==> src/rtl/ftf_pkg.sv <==
// rtl/ftf_pkg.sv - Fibonacci constants and stage token type for the FTF encoder
package ftf_pkg;

    function automatic int unsigned fns(input int k);
        int unsigned a;
        int unsigned b;
        int unsigned t;
        a = 1;
        b = 1;
        for (int j = 3; j <= k; j++) begin
            t = a + b;
            a = b;
            b = t;
        end
        return b;
    endfunction

    function automatic int unsigned ftf_max_val(input int n);
        return fns(n + 2) - 1;
    endfunction

    function automatic int ftf_data_w(input int n);
        return $clog2(fns(n + 2));
    endfunction

    // Compare threshold for bit i; the MSB and odd bits look one Fibonacci step higher.
    function automatic int unsigned ftf_thresh(input int n, input int i);
        if (i == n - 1) return fns(n + 1);
        if (i % 2 == 1) return fns(i + 2);
        return fns(i + 1);
    endfunction

    localparam int FTF_CODE_MAX_W = 32;
    localparam int FTF_REM_W      = ftf_data_w(FTF_CODE_MAX_W);

    typedef struct packed {
        logic                      valid;
        logic [FTF_REM_W-1:0]      rem;
        logic [FTF_CODE_MAX_W-1:0] code;
        logic                      err;
    } ftf_tok_t;

endpackage

==> src/rtl/ftf_enc_slice.sv <==
// rtl/ftf_enc_slice.sv - resolves code bits HI down to LO from a running remainder
module ftf_enc_slice
    import ftf_pkg::*;
#(
    parameter int CODE_W = 16,
    parameter int HI     = 15,
    parameter int LO     = 8
) (
    input  logic [FTF_REM_W-1:0]      rem_in,
    input  logic [FTF_CODE_MAX_W-1:0] code_in,
    output logic [FTF_REM_W-1:0]      rem_out,
    output logic [FTF_CODE_MAX_W-1:0] code_out
);

    // An empty range (HI < LO) makes this slice a pass-through.
    always_comb begin
        rem_out  = rem_in;
        code_out = code_in;
        for (int i = HI; i >= LO; i--) begin
            if (rem_out >= FTF_REM_W'(ftf_thresh(CODE_W, i))) begin
                code_out[i] = 1'b1;
                rem_out     = rem_out - FTF_REM_W'(fns(i + 1));
            end
        end
    end

endmodule

==> src/rtl/ftf_encoder_pipe.sv <==
// rtl/ftf_encoder_pipe.sv - pipelined binary to FTF Fibonacci codeword encoder
module ftf_encoder_pipe
    import ftf_pkg::*;
#(
    parameter int CODE_W = 16,
    parameter int STAGES = 2
) (
    input  logic                           clock,
    input  logic                           reset_n,
    input  logic                           in_valid,
    output logic                           in_ready,
    input  logic [ftf_data_w(CODE_W)-1:0]  data_in,
    output logic                           out_valid,
    input  logic                           out_ready,
    output logic [CODE_W-1:0]              code_out,
    output logic                           range_err
);

    localparam int DATA_W = ftf_data_w(CODE_W);
    localparam int PER    = (CODE_W + STAGES - 1) / STAGES;

    ftf_tok_t tok_q [STAGES];
    ftf_tok_t tok_d [STAGES];

    logic [STAGES:0]           load;
    logic                      src_err;
    logic                      stg_vld      [STAGES];
    logic                      stg_err      [STAGES];
    logic [FTF_REM_W-1:0]      stg_rem_in   [STAGES];
    logic [FTF_CODE_MAX_W-1:0] stg_code_in  [STAGES];
    logic [FTF_REM_W-1:0]      stg_rem_out  [STAGES];
    logic [FTF_CODE_MAX_W-1:0] stg_code_out [STAGES];

    // Out-of-range values are clamped so the token encodes to all ones.
    always_comb begin
        src_err        = data_in > DATA_W'(ftf_max_val(CODE_W));
        stg_vld[0]     = in_valid;
        stg_err[0]     = src_err;
        stg_rem_in[0]  = src_err ? FTF_REM_W'(ftf_max_val(CODE_W)) : FTF_REM_W'(data_in);
        stg_code_in[0] = '0;
        for (int k = 1; k < STAGES; k++) begin
            stg_vld[k]     = tok_q[k-1].valid;
            stg_err[k]     = tok_q[k-1].err;
            stg_rem_in[k]  = tok_q[k-1].rem;
            stg_code_in[k] = tok_q[k-1].code;
        end
    end

    for (genvar k = 0; k < STAGES; k++) begin : g_stage
        localparam int HI = CODE_W - 1 - k * PER;
        localparam int LO = (HI - PER + 1 > 0) ? HI - PER + 1 : 0;

        ftf_enc_slice #(
            .CODE_W (CODE_W),
            .HI     (HI),
            .LO     (LO)
        ) u_slice (
            .rem_in   (stg_rem_in[k]),
            .code_in  (stg_code_in[k]),
            .rem_out  (stg_rem_out[k]),
            .code_out (stg_code_out[k])
        );
    end

    // load[k]: stage k takes a new token (or a bubble) at the next edge.
    always_comb begin
        load[STAGES] = out_ready;
        for (int k = STAGES - 1; k >= 0; k--) begin
            load[k] = !tok_q[k].valid || load[k+1];
        end
        for (int k = 0; k < STAGES; k++) begin
            tok_d[k] = tok_q[k];
            if (load[k]) begin
                tok_d[k] = '0;
                if (stg_vld[k]) begin
                    tok_d[k].valid = 1'b1;
                    tok_d[k].rem   = stg_rem_out[k];
                    tok_d[k].code  = stg_code_out[k];
                    tok_d[k].err   = stg_err[k];
                end
            end
        end
    end

    always_ff @(posedge clock) begin
        for (int k = 0; k < STAGES; k++) begin
            if (!reset_n) begin
                tok_q[k] <= '0;
            end else begin
                tok_q[k] <= tok_d[k];
            end
        end
    end

    assign in_ready  = reset_n && load[0];
    assign out_valid = tok_q[STAGES-1].valid;
    assign code_out  = tok_q[STAGES-1].code[CODE_W-1:0];
    assign range_err = tok_q[STAGES-1].err;

    logic unused_tail;
    assign unused_tail = ^{tok_q[STAGES-1].rem, tok_q[STAGES-1].code};

endmodule

==> config.mk <==
export PLATFORM = sky130hd
export DESIGN_NAME = ftf_encoder_pipe
export DESIGN_NICKNAME = d
export VERILOG_FILES = /design/src/rtl/ftf_pkg.sv /design/src/rtl/ftf_enc_slice.sv /design/src/rtl/ftf_encoder_pipe.sv
export SDC_FILE = /design/constraint.sdc
export NUM_CORES = 1
export LEC_CHECK = 0
export ABC_AREA = 1
export ABC_CLOCK_PERIOD_IN_PS = 8800
export CAP_MARGIN = 30
export CORE_MARGIN = 2
export CORE_UTILIZATION = 40
export CTS_BUF_LIST = sky130_fd_sc_hd__clkbuf_4 sky130_fd_sc_hd__clkbuf_8
export CTS_CLUSTER_DIAMETER = 40
export DETAILED_ROUTE_END_ITERATION = 7
export PLACE_DENSITY = 0.7
export SLEW_MARGIN = 20
export SYNTH_ARGS = -nofsm -noshare
export SYNTH_HDL_FRONTEND = slang
export SYNTH_SLANG_ARGS = --single-unit
==> constraint.sdc <==
create_clock -name clock -period 8.8 [get_ports clock]
set_input_delay 0.88 -clock clock [delete_from_list [all_inputs] [get_ports clock]]
set_output_delay 0.88 -clock clock [all_outputs]
set_load 0.05 [all_outputs]
==> impl_summary.log, run 1 <==
[metrics] Critical Path Most Common Cell: nand2_2
[metrics] critical path fanouts, max: 7
[metrics] number of cells traversed by the worst register-to-register path: 58
[metrics] insertion delay of the later-clocked pin in the worst-skew pair: 0.33 ns
[metrics] Total Die Area: between 30000 and 40000 um^2
[metrics] number of buffers created by CTS: 5
[metrics] classification of the worst-slack hold path: flip-flop to flip-flop
[metrics] Arrival @ worst endpoint: 8.75 ns
[metrics] post-synthesis sequential area ratio: 8.62%
[metrics] Post-Syn Instances: 2282
[metrics] Synth-to-Final Area Change: 24.5%
[metrics] worst r2r src: tok_q[0][41]$_SDFFE_PN0N_
[metrics] Layout fillers: 2941
[metrics] Hold Path Cell Cnt: 2
[metrics] most area-hungry cell type in the Yosys netlist: nand2_1
[metrics] port bufs: 34
[metrics] Worst path slowest cell: clkdlybuf4s50_1
[metrics] Critical Setup Path Class: input port to flip-flop
[metrics] TritonRoute pass-1 iters: 8
[metrics] mean post-synth cell area: approximately 5.2 um^2
[metrics] beginning of the critical path: data_in[5]
[metrics] required time at the worst-slack endpoint: roughly 9.1 ns
[metrics] ratio of cells with drive above 1 in the final layout: about 22%
[metrics] Netlist cell types: 45
[metrics] Post-Synthesis Net Count: 2325
[metrics] Reg-to-Reg End: tok_q[1][1]$_SDFFE_PN0P_
[metrics] final weighted congestion of routability-driven global placement: ~0.94
[metrics] flip-flop count of the largest register, all copies and words added: between 50 and 60
[metrics] Tightest Pin Transition: between 0.8 and 0.9 ns
[metrics] clock transition at the register clock pins on the worst setup and hold paths after CTS: 0.11 ns
[metrics] largest incremental delay on the critical path: 0.42 ns
[metrics] cell types with the largest area share after synthesis: nand2_1 (26%), nand3_1 (9.8%), inv_1 (9.4%)
[metrics] crit start category: input port
[metrics] reg2reg setup slack: around 0.60 ns
[metrics] type of destination of the critical path: flip-flop
[metrics] number of max-cap violations: 0
[metrics] crit path to: tok_q[0][42]$_SDFFE_PN0N_
[metrics] row count: 62
[metrics] outcome: finished, final reports clean
[metrics] Fin Clk Skew: 0.0172 ns
[metrics] worst setup slack after placement: -0.458 ns
[metrics] via count of the first global-routing pass: 13191
[metrics] clock period minus worst slack: between 8 and 9 ns
[metrics] Mapped Area: 11800 um^2
[metrics] number of antenna violations at the first check in global routing: 0
[metrics] worst setup slack after layout: 0.321 ns
[metrics] max-slew violation total from the final report: 0
[metrics] clock tree from TritonCTS: done
[metrics] number of buffers added to fix hold violations after cts: 0
[metrics] all-layer global routing usage: 23.1%
[metrics] share of synthesized flip-flops with an asynchronous set or reset: 0%
[metrics] number of placed I/O pins: 35
[metrics] count of final hold-check violations: 0
[metrics] Top Registers: tok_q x51
[metrics] post-detailed-route wirelength per cell: roughly 13 um
[metrics] largest net degree at the start of global routing: 52
[metrics] fraction of post-synthesis cell area in the top cell type by area: between 20% and 30%
[metrics] total detailed-routing wirelength: 38.6 mm
[metrics] global-route wire length before repair: approximately 61 mm
[metrics] worst slew margin relative to its limit: 42.5%
[metrics] die outline width: roughly 180 um
[metrics] die outline height: 176 um
[metrics] Most used DFF post-synth: dfxtp_1
[metrics] via count of the routed design: ~15000
[metrics] DRC viols: 0
[metrics] top achievable clock speed: 118 MHz
[metrics] final period utilization: a little over nine tenths
[metrics] count of antenna-violating nets left after detailed routing: 0
[metrics] Final Net Count: 2537
[metrics] synth warn: 0
[metrics] number of sinks handled by clock tree synthesis: between 50 and 60
[metrics] setup total negative slack: 0 ns
[metrics] end-of-flow core utilization: between 50% and 60%
[metrics] Top reg by flops: tok_q
[metrics] Core ar.: just under 30000 um^2
[metrics] number of buffers on the longest clock path: 2
[metrics] GRT Residual Overflow: 0
[metrics] initial cell density of the core: 40.9%
[metrics] final setup vio count: 0
[metrics] antenna diode count: 0
[metrics] flip-flop and latch count after synthesis: a little over 50
[metrics] root buffer cell: clkbuf_8
[metrics] total half-perimeter wirelength after legalization and detailed placement: approximately 30 mm
[metrics] First DRT Iteration DRCs: between 1000 and 1500
[metrics] H-tree lvl count: 2
[metrics] vias per inst: 5.22
[metrics] EDFF count, synth: 0
-- per-stage QoR --
step | instances | instance area, um^2 | hold slack (ns)
global route | 2879 | 14700 | 0.477
global placement | 2802 | 13400 | 0.448
floorplan | 2282 | 11800 | 0.440
CTS | 2815 | 13600 | 0.471
finish | 2879 | 14700 | 0.465
detailed placement | 2802 | 13400 | 0.457
-- worst min-delay path by stage --
| stage | startpoint | endpoint | slack [ns] |
|---|---|---|---|
| 5_1_grt | tok_q[0][12]$_SDFFE_PN0N_ | tok_q[1][12]$_SDFFE_PN0P_ | 0.48 |
| 4_1_cts | tok_q[0][12]$_SDFFE_PN0N_ | tok_q[1][12]$_SDFFE_PN0P_ | 0.47 |
| 3_3_place_gp | tok_q[0][10]$_SDFFE_PN0N_ | tok_q[1][10]$_SDFFE_PN0P_ | 0.45 |
| 3_5_place_dp | tok_q[0][11]$_SDFFE_PN0N_ | tok_q[0][11]$_SDFFE_PN0N_ | 0.46 |
| 6_report | tok_q[0][12]$_SDFFE_PN0N_ | tok_q[1][12]$_SDFFE_PN0P_ | 0.46 |
| 2_1_floorplan | tok_q[0][12]$_SDFFE_PN0N_ | tok_q[1][12]$_SDFFE_PN0P_ | 0.44 |
-- synth_stat cells (2+ instances only) --
library cell and n:
nor3_4 2, o21ai_0 36, o21ai_1 34, a21oi_1 63, dfxtp_1 51, nor2_4 10
nor3_1 13, o211ai_1 3, buf_2 4, nor3b_1 3, inv_1 297, or2_1 2
nand3_1 233, xnor2_1 19, inv_2 24, nand3b_1 40, buf_6 20, nand3_2 35
nand2_4 13, nor2_2 33, a21o_1 2, ha_1 27, clkinv_1 3, clkbuf_1 13
nand4_1 69, or2_2 2, buf_4 2, nand2_2 57, o21ai_2 19, a21oi_2 2
nand4_2 3, xor2_1 50, nor2_1 263, nand2_1 824
-- logic make-up (layout without fill, tap and decap cells) --
| family | Yosys count | count (layout) | synth area share [%] |
|---|---|---|---|
| adders and majority gates | 27 | 27 | 2.85 |
| xor gates and xnor gates | 70 | 70 | 5.24 |
| buffers and inverters | 365 | 574 | 13.1 |
| AOI/OAI and AO/OA | 164 | 164 | 7.95 |
| DFF | 51 | 51 | 8.62 |
| and+or+nand+nor | 1605 | 1609 | 62.3 |
-- repair_timing --
action,CTS,global route
endpoints found under the setup margin,11,15
gates cloned,0,4
pin swaps,4,61
resized for setup,8,180
hold endpoints to repair,0,0
setup buffers,5,60
-- per-layer routing --
layer  track usage, %  vias to the layer above  routed length (um)
met3             1.16                       48                2320
li1                 -                     7646                   -
met2             41.0                      471               18500
met5                0                        -                   0
met1             31.5                     6854               17300
met4             3.06                        0                 530
-- area by class of cell --
type,instances,area (um^2),share of cell area [%]
inverter,324,1220,8.27
sequential,51,1030,6.96
multi-input combinational,1870,9930,67.4
tap,384,480,3.26
clock inverter,3,25.0,0.170
clock buffer,5,68.8,0.467
timing repair buffer,242,1990,13.5
-- worst max-delay path, delay by kind of cell --
kind	cells	cell delay, ns
AOI/OAI and AO/OA	4	0.66
xor gates and xnor gates	2	0.37
and+or+nand+nor	46	4.69
buffers and inverters	11	1.44
adders and majority gates	4	0.71
-- placed cells by master, fill, tap and decap left out, types with 40 or more instances in the layout --
cell type  count
nand2_1      775
nand4_1       69
xor2_1        49
nor2_2        40
nand3b_1      40
nand3_1      219
nand3_2       47
dfxtp_1       47
a21oi_1       58
inv_1        285
nor2_1       237
buf_4        197
nand2_2       93
Power of run 1 is left out: the tool's default activity adds up to more than one toggle a clock period on the data nets, which glitch-free logic cannot reach.
==> inputs of run 2 (changes only) <==
- HOLD_SLACK_MARGIN: not set -> 0.03
==> results of run 2 <==
Final layout, timing and power as in run 1 (identical DEF).
Power of run 2 is left out for the same reason.
==> inputs of run 3 (changes only) <==
- ABC_CLOCK_PERIOD_IN_PS: 8800 -> 9900
- PLACE_DENSITY: 0.7 -> 0.68
- clock period: 8.8 -> 9.9 ns (I/O delays scaled with it)
==> impl_summary.log, run 3 (same netlist as run 1, synthesis figures left out) <==
[metrics] top achievable clock speed: around 110 MHz
[metrics] Critical Setup Path Class: input port to flip-flop (unchanged)
[metrics] count of final hold-check violations: 0 (unchanged)
[metrics] Arrival @ worst endpoint: 9.38 ns (was 8.75 ns)
[metrics] worst setup slack after placement: -0.348 ns (was -0.458 ns)
[metrics] port bufs: 34 (unchanged)
[metrics] Top reg by flops: tok_q (unchanged)
[metrics] total detailed-routing wirelength: 34.9 mm (was 38.6 mm)
[metrics] final design instance area without fill: 13100 um^2 (was 14700 um^2)
[metrics] GRT Residual Overflow: 0 (unchanged)
[metrics] root buffer cell: clkbuf_8 (unchanged)
[metrics] max-slew violation total from the final report: 0 (unchanged)
[metrics] First DRT Iteration DRCs: 1082 (was 1336)
[metrics] clock period minus worst slack: roughly 9.2 ns
[metrics] type of destination of the critical path: flip-flop (unchanged)
[metrics] global-route wire length before repair: 58.3 mm (was 60.9 mm)
[metrics] number of antenna violations at the first check in global routing: 0 (unchanged)
[metrics] DRC viols: 0 (unchanged)
[metrics] Tightest Pin Transition: 0.951 ns (was 0.859 ns)
[metrics] classification of the worst-slack hold path: flip-flop to flip-flop (unchanged)
[metrics] Synth-to-Final Area Change: 10.8% (was 24.5%)
[metrics] final weighted congestion of routability-driven global placement: 0.995 (was 0.945)
[metrics] worst slew margin relative to its limit: 36.3% (was 42.5%)
[metrics] clock transition at the register clock pins on the worst setup and hold paths after CTS: 0.10 ns (was 0.11 ns)
[metrics] die outline height: 176 um (unchanged)
[metrics] via count of the routed design: 14006 (was 15019)
[metrics] Core ar.: 28900 um^2 (unchanged)
[metrics] clock tree from TritonCTS: done (unchanged)
[metrics] required time at the worst-slack endpoint: 10.09 ns (was 9.07 ns)
[metrics] antenna diode count: 0 (unchanged)
[metrics] final setup vio count: 0 (unchanged)
[metrics] post-detailed-route wirelength per cell: 12.8 um (was 13.4 um)
[metrics] Total Die Area: 31000 um^2 (unchanged)
[metrics] count of antenna-violating nets left after detailed routing: 0 (unchanged)
[metrics] Top Registers: tok_q x51 (unchanged)
[metrics] die outline width: 176 um (unchanged)
[metrics] most common cell after layout, fill and taps aside: nand2_1 (unchanged)
[metrics] critical path fanouts, max: 17 (was 7)
[metrics] number of instances in the placed design: 2674 (was 2802)
[metrics] number of max-cap violations: 0 (unchanged)
[metrics] Fin Clk Skew: 0.0179 ns (was 0.0172 ns)
[metrics] final period utilization: 92.8%
[metrics] Worst path slowest cell: clkdlybuf4s50_1 (unchanged)
[metrics] number of buffers created by CTS: 5 (unchanged)
[metrics] insertion delay of the later-clocked pin in the worst-skew pair: 0.34 ns (was 0.33 ns)
[metrics] worst setup slack after layout: 0.713 ns (was 0.321 ns)
[metrics] post-layout instance count excluding filler cells: 2718 (was 2879)
[metrics] H-tree lvl count: 2 (unchanged)
[metrics] Critical Path Most Common Cell: nand2_1 (was nand2_2)
[metrics] via count of the first global-routing pass: 12575 (was 13191)
[metrics] TritonRoute pass-1 iters: 7 (was 8)
[metrics] vias per inst: 5.15 (was 5.22)
[metrics] outcome: finished, final reports clean (unchanged)
[metrics] ratio of cells with drive above 1 in the final layout: 12.9% (was 22.2%)
[metrics] total half-perimeter wirelength after legalization and detailed placement: 28.3 mm (was 30.2 mm)
[metrics] Placed Instance Area: 12400 um^2 (was 13400 um^2)
[metrics] largest net degree at the start of global routing: 52 (unchanged)
[metrics] row count: 62 (unchanged)
[metrics] number of buffers added to fix hold violations after cts: 0 (unchanged)
[metrics] all-layer global routing usage: 22.1% (was 23.1%)
[metrics] Layout fillers: 3109 (was 2941)
[metrics] number of sinks handled by clock tree synthesis: 51 (unchanged)
[metrics] initial cell density of the core: 40.9% (unchanged)
[metrics] flip-flop count of the largest register, all copies and words added: 51 (unchanged)
[metrics] crit start category: input port (unchanged)
[metrics] largest incremental delay on the critical path: 0.43 ns (was 0.42 ns)
[metrics] Final Net Count: 2377 (was 2537)
[metrics] number of buffers on the longest clock path: 2 (unchanged)
[metrics] most used cells in the layout excluding fill and tap cells: nand2_1 (809), inv_1 (294), nor2_1 (254) (was nand2_1 (775), inv_1 (285), nor2_1 (237))
[metrics] number of placed I/O pins: 35 (unchanged)
run 3: cell count changes in the layout (fill, tap and decap cells not counted), sizes merged, moves of 2 or more:
cell / change
nand2: -2
clkdlybuf4s50: -2
buf: -160
inv: -3
nand3: +2
dlymetal6s2s: +2
run 3: area by class of cell:
type | count | area, um^2 | share of cell area (%)
multi-input combinational | 1870 | 9540 | 72.8
clock inverter | 2 | 37.5 | 0.286
inverter | 324 | 1220 | 9.30
sequential | 51 | 1020 | 7.79
tap | 384 | 480 | 3.66
timing repair buffer | 82 | 743 | 5.67
clock buffer | 5 | 68.8 | 0.525
run 3: per-stage QoR:
| stage | utilization [%] | setup TNS, ns | hold slack (ns) |
|---|---|---|---|
| 2_1_floorplan | - | 0 | 0.440 |
| 3_3_place_gp | 43.0 | 0 | 0.447 |
| 3_5_place_dp | 43.0 | -3.06 | 0.457 |
| 4_1_cts | 43.4 | 0 | 0.454 |
| 5_1_grt | 45.3 | -0.238 | 0.482 |
| 6_report | 45.3 | 0 | 0.451 |
run 3: final timing paths:
| kind | endpoint | cells past startpoint | start | slack, ns |
|---|---|---|---|---|
| worst max-delay path | tok_q[0][36]$_SDFFE_PN0N_ | 68 | data_in[3] | 0.71 |
| worst min-delay path | tok_q[1][0]$_SDFFE_PN0P_ | 2 | tok_q[0][0]$_SDFFE_PN0N_ | 0.45 |
| worst max register to register | tok_q[1][1]$_SDFFE_PN0P_ | 55 | tok_q[0][41]$_SDFFE_PN0N_ | 0.80 |
| worst min register to register | tok_q[1][0]$_SDFFE_PN0P_ | 2 | tok_q[0][0]$_SDFFE_PN0N_ | 0.45 |
run 3: what timing repair did:
action                     4_1_cts  5_1_grt
setup buffers                    0       33
setup endpoints to repair        2       14
gates cloned                     0        4
resized for setup                1       60
pin swaps                        0       22
run 3: critical path: cells and delay by family:
family                   cells  cell delay (ns)
AO/OA/AOI/OAI                4             0.78
adder cells (fa/ha/maj)      4             0.63
buffers and inverters       10             1.34
AND/OR/NAND/NOR             50             5.58
run 3: per-layer routing:
metal  track usage (%)  routed length [um]
met5                 0                   0
met4              4.72                 570
met3              2.33                1940
met2              38.0               16200
met1              29.8               16200
Power of run 3 is left out for the same reason.
